`src/rtl/if_fetch_stage.sv`:
```
// -----------------------------------------------------------------------------
// if_fetch_stage
//   Instruction-fetch stage feeding the IF/ID pipeline register. Owns the PC,
//   keeps at most one instruction-memory request outstanding, and presents
//   either a fetched instruction (valid_o=1) or a NOP bubble (valid_o=0).
//
// Handshake semantics (instruction memory):
//   imem_req_o is a one-cycle pulse that carries imem_addr_o. The memory
//   answers exactly once per request with a one-cycle imem_rvalid_i pulse
//   carrying imem_rdata_i, at least one cycle after the request. No new
//   request is issued until the previous one has been answered, except that
//   the answering cycle itself may issue the next request (back-to-back).
//
// Ports:
//   clk, rst_n        clock, asynchronous active-low reset
//   stall_i           hazard stall: hold IF/ID outputs and PC
//   redirect_i        taken branch/jump pulse, target on redirect_pc_i
//   imem_req_o        fetch request pulse, address on imem_addr_o
//   imem_rvalid_i     response pulse, instruction on imem_rdata_i
//   instr_o           instruction (or NOP_INSTR bubble) to IF/ID
//   pc_o              PC+4 of instr_o
//   valid_o           1 = instr_o is a real fetched instruction
// -----------------------------------------------------------------------------
module if_fetch_stage #(
  parameter logic [31:0] RESET_PC  = 32'h0000_0000,
  parameter logic [31:0] NOP_INSTR = 32'h0000_0000
) (
  input  logic        clk,
  input  logic        rst_n,
  input  logic        stall_i,
  input  logic        redirect_i,
  input  logic [31:0] redirect_pc_i,
  output logic        imem_req_o,
  output logic [31:0] imem_addr_o,
  input  logic        imem_rvalid_i,
  input  logic [31:0] imem_rdata_i,
  output logic [31:0] instr_o,
  output logic [31:0] pc_o,
  output logic        valid_o
);

  // IDLE: issue request at pc_q; FETCH: waiting for response;
  // HOLD: response parked in buffer while stalled;
  // DISCARD: response still due but already invalidated by a redirect.
  typedef enum logic [1:0] {
    IDLE    = 2'd0,
    FETCH   = 2'd1,
    HOLD    = 2'd2,
    DISCARD = 2'd3
  } state_t;

  state_t      state_q, state_d;
  logic [31:0] pc_q, pc_d;          // address of the next / outstanding fetch
  logic [31:0] buf_q, buf_d;        // instruction parked during a stall
  logic [31:0] instr_q, instr_d;
  logic [31:0] pc_out_q, pc_out_d;
  logic        valid_q, valid_d;
  logic        req_c;
  logic [31:0] addr_c;
  logic [31:0] pc_plus4;

  assign pc_plus4 = pc_q + 32'd4;   // wraps modulo 2^32

  always_ff @(posedge clk or negedge rst_n) begin
    if (!rst_n) begin
      state_q  <= IDLE;
      pc_q     <= RESET_PC;
      buf_q    <= '0;
      instr_q  <= NOP_INSTR;
      pc_out_q <= '0;
      valid_q  <= 1'b0;
    end else begin
      state_q  <= state_d;
      pc_q     <= pc_d;
      buf_q    <= buf_d;
      instr_q  <= instr_d;
      pc_out_q <= pc_out_d;
      valid_q  <= valid_d;
    end
  end

  always_comb begin
    state_d  = state_q;
    pc_d     = pc_q;
    buf_d    = buf_q;
    instr_d  = instr_q;
    pc_out_d = pc_out_q;
    valid_d  = valid_q;
    req_c    = 1'b0;
    addr_c   = '0;

    if (redirect_i) begin
      // Redirect beats stall and rvalid; any same-cycle response is dropped.
      pc_d    = {redirect_pc_i[31:2], 2'b00};
      instr_d = NOP_INSTR;
      valid_d = 1'b0;
      buf_d   = '0;
      // A request is still in flight only if no response arrives this cycle.
      if ((state_q == FETCH || state_q == DISCARD) && !imem_rvalid_i)
        state_d = DISCARD;
      else
        state_d = IDLE;
    end else begin
      case (state_q)
        IDLE: begin
          // Prefetch proceeds even under stall; only the outputs freeze.
          req_c   = 1'b1;
          addr_c  = pc_q;
          state_d = FETCH;
          if (!stall_i) begin
            instr_d = NOP_INSTR;
            valid_d = 1'b0;
          end
        end
        FETCH: begin
          if (imem_rvalid_i) begin
            pc_d = pc_plus4;
            if (!stall_i) begin
              instr_d  = imem_rdata_i;
              pc_out_d = pc_plus4;
              valid_d  = 1'b1;
              // Back-to-back request keeps a latency-1 memory at full rate.
              req_c    = 1'b1;
              addr_c   = pc_plus4;
            end else begin
              buf_d   = imem_rdata_i;
              state_d = HOLD;
            end
          end else if (!stall_i) begin
            instr_d = NOP_INSTR;
            valid_d = 1'b0;
          end
        end
        HOLD: begin
          // pc_q was already advanced when the word was parked.
          if (!stall_i) begin
            instr_d  = buf_q;
            pc_out_d = pc_q;
            valid_d  = 1'b1;
            state_d  = IDLE;
          end
        end
        DISCARD: begin
          if (imem_rvalid_i) state_d = IDLE;
        end
        default: state_d = IDLE;
      endcase
    end
  end

  // Gate with rst_n so the request disappears as soon as reset is asserted.
  assign imem_req_o  = req_c & rst_n;
  assign imem_addr_o = imem_req_o ? addr_c : 32'h0000_0000;

  assign instr_o = instr_q;
  assign pc_o    = pc_out_q;
  assign valid_o = valid_q;

endmodule

```
`config.mk`:
```
export PLATFORM = sky130hd
export DESIGN_NAME = if_fetch_stage
export DESIGN_NICKNAME = d
export VERILOG_FILES = /design/src/rtl/if_fetch_stage.sv
export SDC_FILE = /design/constraint.sdc
export NUM_CORES = 1
export LEC_CHECK = 0
export ABC_AREA = 1
export BUFFER_PORTS_ARGS = -buffer_cell sky130_fd_sc_hd__clkbuf_2
export CAP_MARGIN = 20
export CORE_MARGIN = 5
export CORE_UTILIZATION = 30
export CTS_CLUSTER_SIZE = 12
export DETAILED_ROUTE_END_ITERATION = 12
export SLEW_MARGIN = 20
export SYNTH_ARGS = -nofsm -noshare
export SYNTH_HDL_FRONTEND = slang
export SYNTH_SLANG_ARGS = --single-unit
```
`constraint.sdc`:
```
create_clock -name clk -period 3.7 [get_ports clk]
set_clock_uncertainty 0.15 [all_clocks]
set_input_delay 0.37 -clock clk [delete_from_list [all_inputs] [get_ports clk]]
set_output_delay 0.37 -clock clk [all_outputs]
set_load 0.005 [all_outputs]
```
==> results.cfg, run 1 <==
[worst_hold_path]
min_from = redirect_pc_i[22]
min_path_type = input pin to register
whs_path_depth = 3
whs_endpoint = pc_q[22]$_DFFE_PN0P_

[layout]
multi_input_area_um2 = 3188
register_area_um2 = 3178
drive_above_1_share_pct = 20.98
final_nets = 1200
areaGrowthSynthToFinish_pct = 23.56
final.fill_count = 2495
final_util_pct = 37.68

[clocking]
htree_levels = 4
numCtsBuffers = 17
cts.sinks = 127
cts_buffer_depth = 2
cts_tree = yes
cts_setup_buffers = 0
worst_skew_pair.late_latency_ns = 0.42
clk_pin_slew_ns = 0.06
cts_root_buffer = clkbuf_16

[floorplan]
die-area_um2 = 27120
coreArea_um2 = 23540
pin_count = 167
die_w_um = 164.7
die_h_um = 164.7
rows = 56
initial_core_util_pct = 30.50

[timing]
setup_tns_ns = 0
slew_viol_final = 0
fmaxAchievable_ghz = 0.2972
worst_slew_pin_slew_ns = 0.8127
setup_viol = 0
rsz0062_at_grt = false
finalHoldViolCount = 0
finalCriticalPeriod_ns = 3.365
final.period_utilization_pct = 90.94
max_slew_margin_pct = 45.81

[placement]
hpwlAfterDp_um = 16760
gp_congestion = 0.8819
port_buffers = 160

[grt]
grt_overflow = 0
grt_pass1_wl_um = 38800
grt_usage_pct = 18.34
antenna_found_initial = 2
grt_pass1_vias = 6964
grt_max_degree = 55

[setup_path]
cp-end-kind = output port
cp-start-kind = register
worstRegToRegCells = 10
worstPathMaxFanout = 36
r2r-start = state_q[1]$_DFFE_PN0P_
critical_path_arrival_ns = 2.84
slowest_stage = dfrtp_1
r2r_setup_slack_ns = 0.81
crit_path_max_incr_delay_ns = 0.41
worstSetupPathType = register to output port
crit_required_ns = 3.18
timing.rr.end = instr_o[8]$_DFFE_PN0P_
crit_chain = inv_1 > ha_1 > nand2_4 > nor2_2 > nor2_1 > nor2_1 > inv_2 > a21oi_1 > clkbuf_2
path_common_cell = nor2_1

[power]
p_leak_uw = 0.004195
ir_worst_vdd_v = 0.0002748
powerDensity_nw_per_um2 = 657.7

[synthesis]
syn_avg_cell_area_um2 = 7.304
yosysSeqAreaShare_pct = 44.27
ys_ff_latch = 127
syn_inst = 983
synth_cell_type_count = 37
synthesis.area_um2 = 7179
ys.warnings.count = 0

[routing]
vias_per_cell = 4.862
post_drt_wl_per_cell_um = 16.78
drt-pass1-iter-count = 5
ant_nets = 0
finalWirelength_um = 24480
vias = 7093
drtIter0Drc = 550
drc = 0

[flow_run]
max_cap_violations = 0

[run_status]
status = complete, no violations
==> layout make-up <==
class	count	area share (%)
Sequential cell	127	35.83
Inverter	147	6.276
Clock inverter	14	2.031
Clock buffer	18	4.951
Antenna cell	1	0.02821
Multi-Input combinational cell	659	35.94
Tap cell	319	4.499
Timing Repair Buffer	174	10.45
==> critical path: cells and delay by family (launching register included) <==
kind / cells / cell delay (ns)
fa+ha+maj: 1 / 0.34
buf+inv: 3 / 0.57
compound gates: 1 / 0.38
flops: 1 / 0.41
simple gates: 4 / 0.73
==> state kept, by name, summed over array words and instances (netlist names) <==
signal / flops
buf_q: 32
instr_o: 32
pc_o: 30
pc_q: 30
state_q: 2
valid_o: 1
==> worst max path at each step <==
stage | from | slack [ns] | depth (start not counted) | to
after floorplan | state_q[1]$_DFFE_PN0P_ | 1.64 | 10 | imem_addr_o[10]
after global placement | state_q[1]$_DFFE_PN0P_ | 0.82 | 10 | instr_o[8]$_DFFE_PN0P_
after detailed placement | state_q[1]$_DFFE_PN0P_ | 0.77 | 10 | instr_o[19]$_DFFE_PN0P_
after CTS | state_q[1]$_DFFE_PN0P_ | 0.32 | 9 | imem_addr_o[6]
after global routing | state_q[1]$_DFFE_PN0P_ | 0.02 | 9 | imem_addr_o[6]
final | state_q[1]$_DFFE_PN0P_ | 0.34 | 9 | imem_addr_o[6]
==> layout by cell type, fill, tap and decap left out, types with 4 or more instances in the layout <==
master / synthesis / routed
buf_4: 6 / 12
conb_1: 1 / 4
dfrtp_1: 127 / 127
o21ai_0: 39 / 39
nand2_2: 6 / 6
nand3_1: 74 / 74
nor2_4: 4 / 4
inv_1: 139 / 139
a21oi_1: 75 / 75
ha_1: 5 / 5
o21bai_1: 6 / 6
a22oi_1: 4 / 4
o21ai_1: 18 / 17
nor2_2: 9 / 9
o22ai_1: 64 / 64
clkbuf_16: 0 / 17
nand2_1: 250 / 250
inv_6: 0 / 5
inv_2: 5 / 6
o211ai_1: 14 / 14
nor2_1: 68 / 68
clkbuf_2: 0 / 159
xor2_1: 6 / 6
==> metrics by stage <==
step / total power [µW] / instances / instance area (µm²) / hold WS, ns / setup slack, ns
floorplan: 3278 / 986 / 7191 / -0.07559 / 1.642
global placement: 4054 / 1425 / 8239 / 0.1389 / 0.8234
detailed placement: 4084 / 1425 / 8239 / 0.1349 / 0.7655
CTS: 5911 / 1458 / 8869 / 0.003509 / 0.3190
global route: 6256 / 1459 / 8871 / 0.02986 / 0.02185
finish: 5834 / 1459 / 8871 / 0.02284 / 0.3351
==> cells in the mapped netlist (all sizes together) <==
cell      n  area, µm²
nand2   258      998.5
a21oi    76      384.1
a22oi     4      30.03
nor3      1      10.01
o21ai    58      294.0
o21a      1      7.510
ha        5      62.56
clkinv    1      3.750
nor2     81      356.6
xor2      6      52.55
o22ai    64      400.4
dfrtp   127       3178
buf      35      203.9
o21bai    6      45.04
o221ai    1      8.760
a31oi     1      6.260
conb      1      3.750
nand3    75      380.4
and3      1      6.260
inv     146      553.0
a32oi     1      8.760
nand4     2      12.51
o211ai   14      105.1
clkbuf   18      67.56
==> cell families after synthesis <==
group	Yosys count	synth area share (%)
simple gates	418	24.57
compound gates	226	17.97
buf+inv	200	11.54
flops	127	44.27
xor+xnor	6	0.7320
fa+ha+maj	5	0.8714
other cells	1	0.05223
==> metal layers <==
metal | GRT usage [%] | vias up | wire, µm
li1 | - | 3483 | -
met1 | 24.82 | 3295 | 10710
met2 | 29.24 | 276 | 11430
met3 | 4.268 | 37 | 1831
met4 | 5.595 | 2 | 501
met5 | 0 | - | 11
==> what timing repair did <==
item,in CTS,in global routing
hold buffers,1,0
resized for setup,0,0
endpoints found under the hold margin,30,0
==> power breakdown <==
group | switching [µW] | total [µW] | internal [µW]
sequential | 237 | 1940 | 1700
combinational | 1410 | 2100 | 686
clock | 707 | 1800 | 1090
total | 2350 | 5830 | 3480
Note: power is estimated with default switching activity, not from simulation.
==> inputs of run 2 (changes only) <==
--- a/config.mk
+++ b/config.mk
@@ -9,9 +9,10 @@
 export BUFFER_PORTS_ARGS = -buffer_cell sky130_fd_sc_hd__clkbuf_2
 export CAP_MARGIN = 20
 export CORE_MARGIN = 5
-export CORE_UTILIZATION = 30
+export CORE_UTILIZATION = 52
 export CTS_CLUSTER_SIZE = 12
 export DETAILED_ROUTE_END_ITERATION = 12
+export PLACE_DENSITY = 0.77
 export SLEW_MARGIN = 20
 export SYNTH_ARGS = -nofsm -noshare
 export SYNTH_HDL_FRONTEND = slang
==> run 2 against run 1 <==
Effect of this change: count of clock-buffer cells in the layout is the same; first-iteration DRC count increased by 12%; hold slack lost 0.011 ns; critical path type unchanged; critical path depth unchanged; maximum frequency rose by 1.3%; largest cell class unchanged; utilization is 25 points higher.
==> results.cfg, run 2 (synthesis results as in run 1) <==
[run_status]
status = complete, no violations

[timing]
setup_tns_ns = 0
finalHoldViolCount = 0
slew_viol_final = 0
rsz0062_at_grt = false
setup_viol = 0
fmaxAchievable_ghz = 0.3010
max_slew_margin_pct = 47.73
worst_slew_pin_slew_ns = 0.7839
final.period_utilization_pct = 89.78
finalCriticalPeriod_ns = 3.322

[setup_path]
cp-start-kind = register
cp-end-kind = output port
worstSetupPathType = register to output port
crit_required_ns = 3.18
worstPathMaxFanout = 36
critical_path_arrival_ns = 2.80

[grt]
grt_usage_pct = 26.35
grt_pass1_wl_um = 34300
grt_overflow = 0
antenna_found_initial = 0
grt_max_degree = 58
grt_pass1_vias = 6997

[clocking]
numCtsBuffers = 17
ctsResizeCount = 0
cts_tree = yes
cts_buffer_depth = 2
htree_levels = 4
clk_pin_slew_ns = 0.06
worst_skew_pair.late_latency_ns = 0.43
cts_root_buffer = clkbuf_16
cts.sinks = 127

[layout]
drive_above_1_share_pct = 20.81
multi_input_area_um2 = 3188
register_area_um2 = 3178
final_nets = 1200
final_common_cell = nand2_1
layout_common_cells = 250 x nand2_1, 159 x clkbuf_2, 139 x inv_1
areaGrowthSynthToFinish_pct = 20.55
final.fill_count = 1260
final_util_pct = 63.08

[placement]
hpwlAfterDp_um = 14620
port_buffers = 160
gp_congestion = 0.9000

[routing]
drtIter0Drc = 615
drt-pass1-iter-count = 5
drc = 0
finalWirelength_um = 21220
post_drt_wl_per_cell_um = 16.07
vias = 7177
vias_per_cell = 5.437
ant_nets = 0

[floorplan]
die_h_um = 127.5
die-area_um2 = 16260
initial_core_util_pct = 52.33
coreArea_um2 = 13720
die_w_um = 127.5
rows = 43
pin_count = 167

[power]
p_leak_uw = 0.004174
powerDensity_nw_per_um2 = 652.7
ir_worst_vdd_v = 0.0003856

[worst_hold_path]
min_path_type = input pin to register

[flow_run]
max_cap_violations = 0
==> run 2: cell count changes in the layout (fill, tap and decap cells not counted) <==
| cell | before | now |
|---|---|---|
| clkinv_1 | 0 | 1 |
| clkbuf_8 | 1 | 0 |
| clkinvlp_4 | 2 | 1 |
| clkbuf_1 | 0 | 1 |
| buf_4 | 12 | 13 |
| buf_12 | 1 | 0 |
| bufinv_16 | 3 | 2 |
| clkinv_4 | 3 | 7 |
| inv_6 | 5 | 3 |
| inv_2 | 6 | 5 |
==> run 2: per-stage QoR <==
step,hold slack (ns),cell area (µm²),worst slack (ns),power (µW),instances
finish,0.01186,8655,0.3782,5649,1320
global route,0.01708,8652,0.1652,6014,1319
CTS,0.003696,8652,0.4097,5672,1319
detailed placement,0.1157,8053,0.7571,3987,1286
global placement,0.1185,8053,0.8650,3944,1286
floorplan,-0.07559,7191,1.642,3278,986
==> run 2: area by class of cell <==
class	count	area share (%)
Antenna cell	1	0.02891
Clock buffer	18	4.959
Clock inverter	14	1.851
Inverter	147	6.433
Multi-Input combinational cell	659	36.84
Sequential cell	127	36.72
Tap cell	180	2.602
Timing Repair Buffer	174	10.57
==> run 2: routing by layer <==
metal | share of wire (%) | vias up | track usage [%]
met4 | 2.3 | 0 | 8.517
met5 | 0 | - | 0
met2 | 48 | 298 | 43.11
met3 | 9.4 | 40 | 8.570
met1 | 40 | 3367 | 33.15
li1 | - | 3472 | -
==> run 2: path summary, 6_finish.rpt <==
| path | start | end | slack (ns) | depth (start not counted) |
|---|---|---|---|---|
| worst max-delay path | state_q[1]$_DFFE_PN0P_ | imem_addr_o[8] | 0.38 | 9 |
| worst min-delay path | redirect_pc_i[7] | pc_q[7]$_DFFE_PN0P_ | 0.01 | 3 |
| min in group asynchronous | rst_n | pc_o[19]$_DFFE_PN0P_ | 0.24 | 2 |
| worst min register to register | pc_o[26]$_DFFE_PN0P_ | pc_o[26]$_DFFE_PN0P_ | 0.33 | 2 |
| worst max register to register | state_q[1]$_DFFE_PN0P_ | instr_o[14]$_DFFE_PN0P_ | 0.75 | 9 |
| max in group asynchronous | rst_n | instr_o[28]$_DFFE_PN0P_ | 1.57 | 4 |
==> run 2: worst max-delay path, cell delays in order, from the launching register on <==
cell	delay [ns]
dfrtp_1	0.39
inv_1	0.10
ha_1	0.34
nand2_4	0.33
nor2_2	0.20
nor2_1	0.06
nor2_1	0.18
inv_2	0.27
a21oi_1	0.32
clkbuf_2	0.17
==> run 2: timing repair <==
action	4_1_cts	5_1_grt
hold buffers	1	0
endpoints found under the hold margin	29	0
buffers inserted	0	0
==> run 2: power by group <==
part | internal, µW | leakage [µW] | switching, µW
combinational | 680 | 0.00224 | 1360
clock | 1000 | 0.000285 | 676
sequential | 1700 | 0.00165 | 230
==> inputs of run 3 (changes only) <==
--- a/config.mk
+++ b/config.mk
@@ -13,6 +13,7 @@
 export CTS_CLUSTER_SIZE = 12
 export DETAILED_ROUTE_END_ITERATION = 12
 export PLACE_DENSITY = 0.77
+export RECOVER_POWER = 100
 export SLEW_MARGIN = 20
 export SYNTH_ARGS = -nofsm -noshare
 export SYNTH_HDL_FRONTEND = slang
==> run 3 against run 2 <==
Effect of this change: the run now ends with capacitance limit, slew limit left; combinational power fell by 2%; largest power group unchanged; register-to-register slack got worse by 0.37 ns; power fell by 0.76%; global-route usage did not move; maximum frequency barely moved; largest cell class is now flip-flops and latches; via count rose by 0.36%; critical endpoint is now pc_q[24]$_DFFE_PN0P_.
==> results.cfg, run 3 (synthesis results as in run 1) <==
[routing]
drtIter0Drc = 568
vias_per_cell = 5.457
drc = 0
finalWirelength_um = 21390
drt-pass1-iter-count = 5
ant_nets = 0
post_drt_wl_per_cell_um = 16.21
vias = 7203

[timing]
max_slew_margin_pct = -5.779
fmaxAchievable_ghz = 0.3012
slew_viol_final = 33
holdWs_ns = 0.01512
finalHoldViolCount = 0
rsz0062_at_grt = false
worst_slew_pin_slew_ns = 1.587
final.period_utilization_pct = 89.72
setup_viol = 0
setup_tns_ns = 0
finalCriticalPeriod_ns = 3.320

[setup_path]
crit_required_ns = 3.90
worstSetupPathType = register to register
worst-path-stages = 8
crit_chain = inv_1 > ha_1 > nand2_4 > inv_1 > nor2_1 > inv_1 > o21ai_0 > o21bai_1
crit_path_max_incr_delay_ns = 0.69
slowest_stage = nor2_1
worstRegToRegCells = 8
crit_family = simple AND/OR/NAND/NOR gates
path_common_cell = inv_1
cp-start-kind = register
critical_path_arrival_ns = 3.52
worstPathMaxFanout = 36
cp-end-kind = register
crit_buf_inv = 3

[floorplan]
die-area_um2 = 16260
die_h_um = 127.5
pin_count = 167
rows = 43
coreArea_um2 = 13720
die_w_um = 127.5
initial_core_util_pct = 52.33

[clocking]
clk_pin_slew_ns = 0.06
worst_skew_pair.late_latency_ns = 0.43
cts_buffer_depth = 2
cts.sinks = 127
htree_levels = 4
numCtsBuffers = 17
cts_root_buffer = clkbuf_16
cts_tree = yes

[layout]
final_nets = 1200
final.fill_count = 1286
final_area_um2 = 8548
areaGrowthSynthToFinish_pct = 19.07
drive_above_1_share_pct = 15.72
layout_common_cells = 250 x nand2_1, 141 x inv_1, 127 x dfrtp_1
final_common_cell = nand2_1
instances_no_fill = 1320

[placement]
post-place-cells = 1286
placed_area_um2 = 8053
hpwlAfterDp_um = 14620
gp_congestion = 0.9000
port_buffers = 160

[worst_hold_path]
whs_path_depth = 3
min_path_type = input pin to register

[grt]
grt_max_degree = 58
grt_overflow = 0
grt_pass1_vias = 6997
grt_pass1_wl_um = 34300
grt_usage_pct = 26.35
antenna_found_initial = 0

[power]
fin_total_pwr_uw = 5606
p_leak_uw = 0.003995
powerDensity_nw_per_um2 = 655.9
ir_worst_vdd_v = 0.0003853

[run_status]
violations = capacitance limit, slew limit
status = finished with violations

[flow_run]
max_cap_violations = 1
==> run 3: cell count changes in the layout (fill, tap and decap cells not counted), moves of 2 or more <==
| cell | delta |
|---|---|
| clkbuf_1 | +49 |
| clkbuf_2 | -45 |
| o21ai_0 | +9 |
| o21ai_1 | -7 |
| buf_4 | -4 |
| nor2_1 | +3 |
| inv_1 | +2 |
| inv_2 | -2 |
| nor2_2 | -2 |
| o21ai_2 | -2 |
==> run 3: repair_timing <==
action	in CTS	in global routing
resized for setup	0	0
endpoints found under the hold margin	29	0
hold buffers	1	0
buffers inserted	0	0
==> run 3: area by class of cell <==
| class | instances | area (µm²) | area share [%] |
|---|---|---|---|
| Inverter | 147 | 556.8 | 6.513 |
| Sequential cell | 127 | 3178 | 37.18 |
| Antenna cell | 1 | 2.502 | 0.02927 |
| Timing Repair Buffer | 174 | 843.3 | 9.865 |
| Multi-Input combinational cell | 659 | 3153 | 36.89 |
| Clock inverter | 14 | 160.2 | 1.874 |
| Clock buffer | 18 | 429.2 | 5.020 |
| Tap cell | 180 | 225.2 | 2.635 |
==> run 3: worst register-to-register path, cell delays in order, from the launching register on <==
cell and delay [ns]:
dfrtp_1 0.37, inv_1 0.08, ha_1 0.28, nand2_4 0.38
inv_1 0.16, nor2_1 0.69, inv_1 0.67, o21ai_0 0.32
o21bai_1 0.14
==> run 3: metrics by stage <==
step                utilization, %  setup WS [ns]
floorplan                        -          1.642
global placement             58.70         0.8650
detailed placement           58.70         0.7571
CTS                          63.06         0.4097
global route                 62.29        0.09809
finish                       62.31         0.3803
==> run 3: per-layer routing <==
metal  wire [µm]  track usage, %  share of wire, %
met1        8693           33.15                41
met2       10210           43.11                48
met3        1989           8.570               9.3
met4         501           8.517               2.3
met5           0               0                 0
==> run 3: path summary, 6_finish.rpt <==
kind	from	end	slack, ns
worst max-delay path	state_q[1]$_DFFE_PN0P_	pc_q[24]$_DFFE_PN0P_	0.38
worst min-delay path	redirect_pc_i[7]	pc_q[7]$_DFFE_PN0P_	0.02
worst max register to register	state_q[1]$_DFFE_PN0P_	pc_q[24]$_DFFE_PN0P_	0.38
worst min register to register	pc_o[26]$_DFFE_PN0P_	pc_o[26]$_DFFE_PN0P_	0.33
max in group asynchronous	rst_n	instr_o[28]$_DFFE_PN0P_	0.56
min in group asynchronous	rst_n	pc_o[19]$_DFFE_PN0P_	0.23
==> run 3: report_power, final <==
part / total, µW / switching [µW] / internal [µW]
sequential: 1930 / 229 / 1700
combinational: 1990 / 1350 / 641
clock: 1680 / 681 / 1000
total: 5610 / 2260 / 3350
